===== config.mk =====
export PLATFORM = sky130hd
export DESIGN_NAME = muldiv_sequencer
export DESIGN_NICKNAME = d
export VERILOG_FILES = /design/src/rtl/muldiv_pkg.sv /design/src/rtl/muldiv_step.sv /design/src/rtl/muldiv_sequencer.sv
export SDC_FILE = /design/constraint.sdc
export NUM_CORES = 1
export LEC_CHECK = 0
export CAP_MARGIN = 10
export CORE_ASPECT_RATIO = 1.4
export CORE_MARGIN = 10
export CORE_UTILIZATION = 50
export CTS_BUF_LIST = sky130_fd_sc_hd__clkbuf_8
export CTS_CLUSTER_SIZE = 14
export DETAILED_ROUTE_END_ITERATION = 8
export PLACE_DENSITY = 0.71
export SLEW_MARGIN = 15
export SYNTH_ARGS = -nofsm -noshare
export SYNTH_HDL_FRONTEND = slang
export SYNTH_SLANG_ARGS = --single-unit

===== constraint.sdc =====
create_clock -name Clk -period 6.2 [get_ports Clk]
set_input_delay 1.24 -clock Clk [delete_from_list [all_inputs] [get_ports Clk]]
set_output_delay 1.24 -clock Clk [all_outputs]
set_load 0.1 [all_outputs]

===== src/rtl/muldiv_pkg.sv =====
// muldiv_pkg
// Shared definitions for the multiply/divide sequencer: operation encodings
// as presented by Execute, sequencer state encoding, the step datapath mode,
// the iteration count, and small helpers that decode an operation.
package muldiv_pkg;

    // One iteration per operand bit.
    localparam int ITER = 32;

    typedef enum logic [1:0] {
        OP_MULT  = 2'b00,
        OP_MULTU = 2'b01,
        OP_DIV   = 2'b10,
        OP_DIVU  = 2'b11
    } op_e;

    typedef enum logic [1:0] {
        S_IDLE = 2'b00,
        S_CALC = 2'b01,
        S_FIX  = 2'b10
    } state_e;

    typedef enum logic {
        MODE_MUL = 1'b0,
        MODE_DIV = 1'b1
    } mode_e;

    // MULT and DIV are the signed forms (low opcode bit clear).
    function automatic logic op_signed(input op_e op);
        return ~op[0];
    endfunction

    // The high opcode bit selects divide.
    function automatic mode_e op_mode(input op_e op);
        return mode_e'(op[1]);
    endfunction

endpackage


===== src/rtl/muldiv_step.sv =====
// muldiv_step
// One combinational iteration of the sequencer datapath, shared by both
// operations. The accumulator {acc_hi, acc_lo} is processed MSB-first; the
// next bit of the (magnitude) multiplier / dividend arrives on bit_in.
//   mode     in   MODE_MUL: shift-add, MODE_DIV: restoring shift-subtract
//   acc_hi   in   accumulator high half (product high / partial remainder)
//   acc_lo   in   accumulator low half (product low / quotient so far)
//   operand  in   multiplicand magnitude / divisor magnitude
//   bit_in   in   current MSB of the multiplier / dividend magnitude
//   next_hi  out  accumulator high half after this step
//   next_lo  out  accumulator low half after this step
module muldiv_step
    import muldiv_pkg::*;
#(
    parameter int WIDTH = 32
) (
    input  mode_e             mode,
    input  logic [WIDTH-1:0]  acc_hi,
    input  logic [WIDTH-1:0]  acc_lo,
    input  logic [WIDTH-1:0]  operand,
    input  logic              bit_in,
    output logic [WIDTH-1:0]  next_hi,
    output logic [WIDTH-1:0]  next_lo
);

    logic [2*WIDTH-1:0] shifted;
    logic [2*WIDTH-1:0] addend;
    logic [2*WIDTH-1:0] sum;
    logic [WIDTH:0]     partial;
    logic [WIDTH:0]     diff;
    logic               fits;

    always_comb begin
        // NOTE: every output of a combinational block gets a default first so
        // no path through the if/else leaves it unassigned (which would infer a latch).
        shifted = {acc_hi, acc_lo} << 1;
        addend  = bit_in ? {{WIDTH{1'b0}}, operand} : '0;
        sum     = shifted + addend;
        partial = {acc_hi, bit_in};
        diff    = partial - {1'b0, operand};
        // An explicit compare rather than the borrow bit: with a zero divisor
        // the partial remainder can exceed WIDTH bits of headroom, and we still
        // want every quotient bit set so LO ends as all ones.
        fits    = (partial >= {1'b0, operand});
        next_hi = sum[2*WIDTH-1:WIDTH];
        next_lo = sum[WIDTH-1:0];

        if (mode == MODE_DIV) begin
            next_hi = fits ? diff[WIDTH-1:0] : partial[WIDTH-1:0];
            next_lo = {acc_lo[WIDTH-2:0], fits};
        end
    end

endmodule


===== src/rtl/muldiv_sequencer.sv =====
// muldiv_sequencer
// Multi-cycle MULT/MULTU/DIV/DIVU unit beside the Execute ALU. Operates on
// magnitudes for one bit per cycle, then applies sign correction and writes
// the architectural HI/LO registers. Requests a pipeline stall while a
// result is pending and Execute either reads HI/LO or issues a new op.
//   Clk       in   rising-edge clock
//   Reset     in   synchronous, active-high
//   Start     in   launch request (ignored while Busy)
//   Op        in   00 MULT, 01 MULTU, 10 DIV, 11 DIVU
//   A         in   multiplicand / dividend
//   B         in   multiplier / divisor
//   ReadHiLo  in   Execute holds MFHI/MFLO this cycle
//   Busy      out  operation in flight
//   Done      out  one-cycle pulse, HI/LO just updated
//   Stall     out  freeze IF/ID/EX (combinational)
//   HI        out  product high / remainder
//   LO        out  product low / quotient
module muldiv_sequencer
    import muldiv_pkg::*;
#(
    parameter int WIDTH = 32
) (
    input  logic              Clk,
    input  logic              Reset,
    input  logic              Start,
    input  logic [1:0]        Op,
    input  logic [WIDTH-1:0]  A,
    input  logic [WIDTH-1:0]  B,
    input  logic              ReadHiLo,
    output logic              Busy,
    output logic              Done,
    output logic              Stall,
    output logic [WIDTH-1:0]  HI,
    output logic [WIDTH-1:0]  LO
);

    localparam int CW = $clog2(ITER) + 1;

    state_e             state;
    state_e             state_next;
    logic [CW-1:0]      count;
    logic [WIDTH-1:0]   acc_hi;
    logic [WIDTH-1:0]   acc_lo;
    logic [WIDTH-1:0]   src;       // |A|, shifted left one bit per step
    logic [WIDTH-1:0]   operand;   // |B|
    op_e                op_r;
    logic               neg_res;   // product / quotient must be negated
    logic               neg_rem;   // remainder must be negated

    logic               last_step;
    logic               in_signed;
    logic               a_neg;
    logic               b_neg;
    logic [WIDTH-1:0]   a_mag;
    logic [WIDTH-1:0]   b_mag;
    logic [WIDTH-1:0]   step_hi;
    logic [WIDTH-1:0]   step_lo;
    logic [2*WIDTH-1:0] product;
    logic [2*WIDTH-1:0] product_fix;
    logic [WIDTH-1:0]   quo_fix;
    logic [WIDTH-1:0]   rem_fix;
    logic [WIDTH-1:0]   fix_hi;
    logic [WIDTH-1:0]   fix_lo;

    assign last_step = (count == CW'(ITER - 1));
    assign in_signed = op_signed(op_e'(Op));
    assign a_neg     = in_signed & A[WIDTH-1];
    assign b_neg     = in_signed & B[WIDTH-1];
    // 32'h80000000 maps to itself, which is its correct unsigned magnitude.
    assign a_mag     = a_neg ? -A : A;
    assign b_mag     = b_neg ? -B : B;

    assign Busy  = (state != S_IDLE);
    assign Stall = Busy & (ReadHiLo | Start);

    muldiv_step #(
        .WIDTH (WIDTH)
    ) u_step (
        .mode    (op_mode(op_r)),
        .acc_hi  (acc_hi),
        .acc_lo  (acc_lo),
        .operand (operand),
        .bit_in  (src[WIDTH-1]),
        .next_hi (step_hi),
        .next_lo (step_lo)
    );

    // Sign correction applied in FIX.
    always_comb begin
        product     = {acc_hi, acc_lo};
        product_fix = neg_res ? -product : product;
        // Divide by zero keeps the raw all-ones quotient regardless of signs.
        quo_fix     = (neg_res && (operand != '0)) ? -acc_lo : acc_lo;
        rem_fix     = neg_rem ? -acc_hi : acc_hi;
        fix_hi      = product_fix[2*WIDTH-1:WIDTH];
        fix_lo      = product_fix[WIDTH-1:0];
        if (op_mode(op_r) == MODE_DIV) begin
            fix_hi = rem_fix;
            fix_lo = quo_fix;
        end
    end

    // State register.
    always_ff @(posedge Clk) begin
        // NOTE: sequential state uses non-blocking assignment so every flop
        // samples its inputs from before the edge, independent of block order.
        if (Reset) begin
            state <= S_IDLE;
        end else begin
            state <= state_next;
        end
    end

    // Next-state logic.
    always_comb begin
        state_next = state;
        case (state)
            S_IDLE:  if (Start) state_next = S_CALC;
            S_CALC:  if (last_step) state_next = S_FIX;
            S_FIX:   state_next = S_IDLE;
            default: state_next = S_IDLE;
        endcase
    end

    // Datapath and architectural registers.
    always_ff @(posedge Clk) begin
        if (Reset) begin
            count   <= '0;
            acc_hi  <= '0;
            acc_lo  <= '0;
            src     <= '0;
            operand <= '0;
            op_r    <= OP_MULT;
            neg_res <= 1'b0;
            neg_rem <= 1'b0;
            HI      <= '0;
            LO      <= '0;
            Done    <= 1'b0;
        end else begin
            Done <= 1'b0;
            case (state)
                S_IDLE: begin
                    if (Start) begin
                        op_r    <= op_e'(Op);
                        src     <= a_mag;
                        operand <= b_mag;
                        neg_res <= a_neg ^ b_neg;
                        neg_rem <= a_neg;
                        acc_hi  <= '0;
                        acc_lo  <= '0;
                        count   <= '0;
                    end
                end
                S_CALC: begin
                    acc_hi <= step_hi;
                    acc_lo <= step_lo;
                    src    <= src << 1;
                    count  <= count + CW'(1);
                end
                S_FIX: begin
                    HI   <= fix_hi;
                    LO   <= fix_lo;
                    Done <= 1'b1;
                end
                default: ;
            endcase
        end
    end

endmodule

# == After elaboration in Yosys (flattened, before gate mapping) ==
# Index checks and enable logic that the tools add are counted.
# word_totals
wordCells,62
ff_bits,205
out_inout_bits,67
in_bits,70
# classes
order_cmp,1
reduce_logical,8
bitwise,6
add_sub_neg,8
n_mux,22
eq_ne,5
# ops
cell,count
2-to-1 mux 32 bit,12
case mux 32 bit (2 select lines),3
negation 32 bit,4
adder 64 bit,1
2-to-1 mux 64 bit,1
negation 64 bit,1
>= comparator 33 x 32 -> 1 bit,1
nonzero test 32 bit,1
subtractor 32 bit,1
case mux 6 bit (2 select lines),1
"adder 6 x 1 -> 6 bit, second input constant",1
"equality test 6 x 5 -> 1 bit, second input constant",1
2-to-1 mux 6 bit,1
AND reduction 2 bit,3
2-to-1 mux 2 bit,2
"!= test 2 bit, second input constant",2
case mux 2 bit (2 select lines),1
nonzero test 2 bit,2
AND 1 bit,3
"equality test 2 x 1 -> 1 bit, second input constant",1
"equality test 2 bit, second input constant",1
zero test 2 bit,1
logical AND 1 bit,1
2-to-1 mux 1 bit,1
3 further kinds,3

# == Longest topological paths before layout ==
# logic_depth
word_depth,5
mapped_depth,15
depth_no_buf,13

# == Cells and area by module ==
# A second synthesis with hierarchy kept.
# hier_totals
hier_cells,2020
area_unflattened_um2,15497.4
# modules_own_cells
module,n_inst,seq_area_each_um2,cells_per_inst,area_each_um2
muldiv_sequencer,1,4083.9,1178,10216.0
muldiv_step,1,0.0,842,5281.3

# == Worst setup path before layout ==
# Ideal clock, no wire load.
# synth_path
kind,input to output
from,input port Start
to,output port Stall
t_arrival_ns,2.527
cell_stages,2
path_buffers,0
required_ns,4.960
slack_ns,2.433
cell_sequence,nor2_1 -> nor2_1
# synth_between
elab_chain_cells,2
# synth_lines
item,line,source
start: declaration,muldiv_sequencer.sv:25,"input logic Start,"
OR 1 bit,muldiv_sequencer.sv:74,assign Stall = Busy & (ReadHiLo | Start);
AND 1 bit,muldiv_sequencer.sv:74,
end: declaration,muldiv_sequencer.sv:32,"output logic Stall,"
# No other way between the ends.

# == Worst setup path in the final report ==
# layout_path
from,register src[31]
to,register acc_hi[27]
# layout_between
elab_chain_cells,4
word_cells_on_any_way,7
classes_between,2 x add/sub; 1 x order compare; 4 x mux
# layout_lines
item,line,source
start: declaration,muldiv_sequencer.sv:44,logic [WIDTH-1:0] src;
start signal: assignment,muldiv_sequencer.sv:145,src <= a_mag;
start signal: assignment,muldiv_sequencer.sv:157,src <= src << 1;
2-to-1 mux 32 bit (tied with other cells),muldiv_step.sv:37,"addend = bit_in ? {{WIDTH{1'b0}}, operand} : '0;"
adder 64 bit / 2-to-1 mux 32 bit (equally long branches),"muldiv_step.sv:38, muldiv_step.sv:49",
2-to-1 mux 32 bit *,muldiv_step.sv:48,if (mode == MODE_DIV) begin
case mux 32 bit (2 select lines) *,muldiv_sequencer.sv:141,case (state)
end signal: assignment,muldiv_sequencer.sv:155,acc_hi <= step_hi;
end: declaration,muldiv_sequencer.sv:42,logic [WIDTH-1:0] acc_hi;
# Mark *: on every way between the ends. The rest lies on a longest branch, timed or not.
# A chain may end at the register's enable or synchronous reset.

==> metrics.csv <==
stage;metric;value;unit
run_status;outcome;complete, no violations;
cts;cts_buffers;35;
worst_setup_path;r2r_end;acc_hi[27];
cells_and_area;post-route-util;57.8;%
cells_and_area;seq_area;4080;um2
floorplan;start_util;50.4;%
synth;yosysTopAreaCell;dfxtp_1;
worst_setup_path;rr_startpoint;src[31];
worst_setup_path;cp_max_fo;32;
place;post-dp-hpwl;38100;um
synth;synth_warnings;0;
cts;h-tree-depth;2;
sta;fin_ws;1410;ps
cts;ctsResizeCount;0;
cts;cts.reportedPaths.clkPinSlew;70;ps
sta;fin_setup_tns;0;ps
global_route;grt_max_degree;102;
drt;drc;0;
worst_setup_path;crit_path_start_kind;register;
drt;viasPerCell;6.09;
synth;synth_async_sr_flop_share;0;%
global_route;met3_usage;4.85;%
drt;wl_per_cell;19.8;um
cells_and_area;fillers;2871;
cells_and_area;fin_nets;2207;
worst_setup_path;reg2reg_slack;1410;ps
global_route;gr-usage-met1;25.2;%
cts;root_buffer;clkbuf_8;
synth;yosys_register_bits;204;
sta;rsz0062_at_grt;false;
place;placed_cells;2413;
flow_run;max-cap-violations;0;
drt;drt_pass1_iterations;8;
cells_and_area;fin_cells;2475;
sta;fin_worst_skew;24.8;ps
sta;setup_violations;0;
sta;timing.fmax;209;MHz
worst_setup_path;endpoint;acc_hi[27];
pwr;powerDensity;188;nW/um2
floorplan;core.rowCount;75;
sta;min_period;4790;ps
global_route;grt_util_met2;45.5;%
sta;drv_slew;0;
global_route;busiest_layer;met2;
cts;hold_buffers;0;
pwr;power_leakage;0.00648;uW
cells_and_area;multi_input_area;10200;um2
global_route;grt_pass1_vias;14900;
sta;fin_crit_sh;77.2;%
synth;syn_nets;2146;
drt;via_count;15100;
global_route;grt_use_total;24.8;%
place;pre_cts_ws;1480;ps
drt;first_iter_violations;843;
worst_setup_path;required;6660;ps
floorplan;die_w;167;um
cells_and_area;num_antenna_cells;0;
synth;synth_edf_count;0;
synth;synth_cell_type_count;86;
global_route;antenna_found_initial;0;
synth;postSynthAreaPerCell;7.54;um2
synth;syn_inst;2004;
synth;synth_area;15100;um2
synth;synth_top_area_share;27.0;%
worst_setup_path;cp-startpoint;src[31];
floorplan;io_pins;137;
worst_setup_path;endpoint_kind;register;
global_route;grt_pass1_wl;77500;um
worst_setup_path;worst_r2r_path_depth;13;
floorplan;core_area;29900;um2
cells_and_area;drive_gt1_share;5.84;%
cts;post_cts_buffers;0;
sta;timing.final.hold_violations;0;
synth;synthFlopType;dfxtp_1;
drt;drt_wl_total;49000;um
worst_setup_path;path_class;register to register;
synth;synth.top_cells.by_area;dfxtp_1 27%, a21oi_1 6.3%, ha_1 5.8%, xnor2_1 5.8%, nor2_1 5.3%;
floorplan;dieArea;37700;um2
pwr;ir_drop;0.000136;V
cells_and_area;syn2layout_area_growth;14.6;%
synth;ys_seq_area_share;27.0;%
place;io_buffers;136;
cts;clock_path_buffers;3;
min_path;hold_path.class;register to register;
sta;maxSlewHeadroom;23.7;%
worst_setup_path;cp.arrival;5250;ps
global_route;overflow;0;
drt;ant_nets;0;
floorplan;fp.dieH;226;um
sta;tightest_slew;1140;ps
cts;clock_latency;560;ps
place;gp_congestion;0.959;
cts;clock_sinks;204;
cts;cts_tree;yes;
==> synthesized netlist by cell type (7+ instances only) <==
| library cell | instances |
|---|---|
| a21o_1 | 28 |
| a22oi_1 | 48 |
| o211ai_1 | 8 |
| xnor2_1 | 100 |
| o21a_1 | 11 |
| nand3b_1 | 7 |
| nor2b_1 | 12 |
| ha_1 | 70 |
| o31ai_1 | 24 |
| a31oi_1 | 13 |
| mux2i_1 | 15 |
| a21oi_1 | 190 |
| o41ai_1 | 16 |
| nand4_1 | 23 |
| dfxtp_1 | 204 |
| o21ai_0 | 125 |
| a22o_1 | 11 |
| nand3_1 | 35 |
| clkbuf_1 | 109 |
| inv_1 | 76 |
| o22ai_1 | 8 |
| xor2_1 | 88 |
| nor2_1 | 214 |
| mux2_2 | 8 |
| o221ai_1 | 14 |
| nor4_1 | 24 |
| buf_1 | 13 |
| a211oi_1 | 87 |
| nand2b_1 | 17 |
| nor3_1 | 47 |
| nand2_1 | 197 |
| or4_1 | 13 |
| and2_1 | 8 |
| and3_1 | 16 |
| or3_1 | 17 |
| a311oi_1 | 9 |
==> worst max-delay path, cell delays in order, from the launching register on <==
cell and delay, ps:
dfxtp_1 340, inv_1 810, nor2_1 160, ha_1 480
nand4_1 200, nor3_1 380, nand3_1 210, a211oi_1 540
o31a_1 290, a22oi_1 110, buf_4 230, or4_1 470
and4_1 200, a311oi_1 240
==> registers in the layout, indices dropped and copies added, names as in the netlist <==
name	flops
state	2
acc_lo	32
neg_res	1
operand	32
HI	32
src	32
acc_hi	32
count	6
neg_rem	1
LO	32
Done	1
op_r	1
==> report_power, final <==
group	switching, uW	internal [uW]
logic	373	213
clock network	576	701
registers	33.3	1350
==> worst min-delay path by stage <==
| stage | end | slack (ps) | cells after the start | start |
|---|---|---|---|---|
| 2_1_floorplan | src[2] | 430 | 2 | src[1] |
| 3_3_place_gp | HI[31] | 440 | 2 | HI[31] |
| 3_5_place_dp | HI[31] | 440 | 2 | HI[31] |
| 4_1_cts | HI[31] | 450 | 2 | HI[31] |
| 5_1_grt | HI[5] | 480 | 2 | HI[5] |
| 6_report | HI[31] | 450 | 2 | HI[31] |
==> through the flow <==
stage | power, uW | cell area, um2 | hold slack (ps)
after floorplan | 1790 | 15100 | 432
after global placement | 1990 | 16600 | 444
after detailed placement | 1990 | 16600 | 444
after CTS | 3270 | 17300 | 451
after global routing | 3370 | 17300 | 481
final | 3250 | 17300 | 451
==> cell usage in the layout, fill, tap and decap left out, types with 23 or more instances in the layout <==
cell type	netlist	final
a211oi_1	87	87
a21o_1	28	28
a21oi_1	190	190
a22oi_1	48	48
buf_4	0	24
clkbuf_8	2	49
clkdlybuf4s50_1	0	135
dfxtp_1	204	204
ha_1	70	70
inv_1	76	83
nand2_1	197	197
nand3_1	35	35
nand4_1	23	23
nor2_1	214	212
nor3_1	47	46
nor4_1	24	24
o21ai_0	125	125
o31ai_1	24	24
xnor2_1	100	100
xor2_1	88	88
==> cell type report <==
type                            instances  area share (%)
Timing Repair Buffer                  159            8.85
Clock buffer                           49            3.90
Inverter                               76            1.65
Sequential cell                       204            23.6
Tap cell                              385            2.78
Multi-Input combinational cell       1589            58.9
Clock inverter                         13           0.340
==> cells by family (layout without fill, tap and decap cells) <==
family                     Yosys count  in the layout  share of synthesized area (%)
and+or+nand+nor                    661            661                           20.9
xor gates and xnor gates           188            188                           10.9
adders and majority gates           72             72                           6.07
muxes                               23             23                           1.59
AOI/OAI and AO/OA                  645            645                           27.8
buffers and inverters              211            297                           5.73
DFF                                204            204                           27.0
==> layer usage <==
metal	up-vias	share of wire, %
met4	0	6.4
met1	6994	37
met5	-	0
li1	7400	-
met2	495	51
met3	188	5.7
Note: power is estimated with default switching activity, not from simulation.
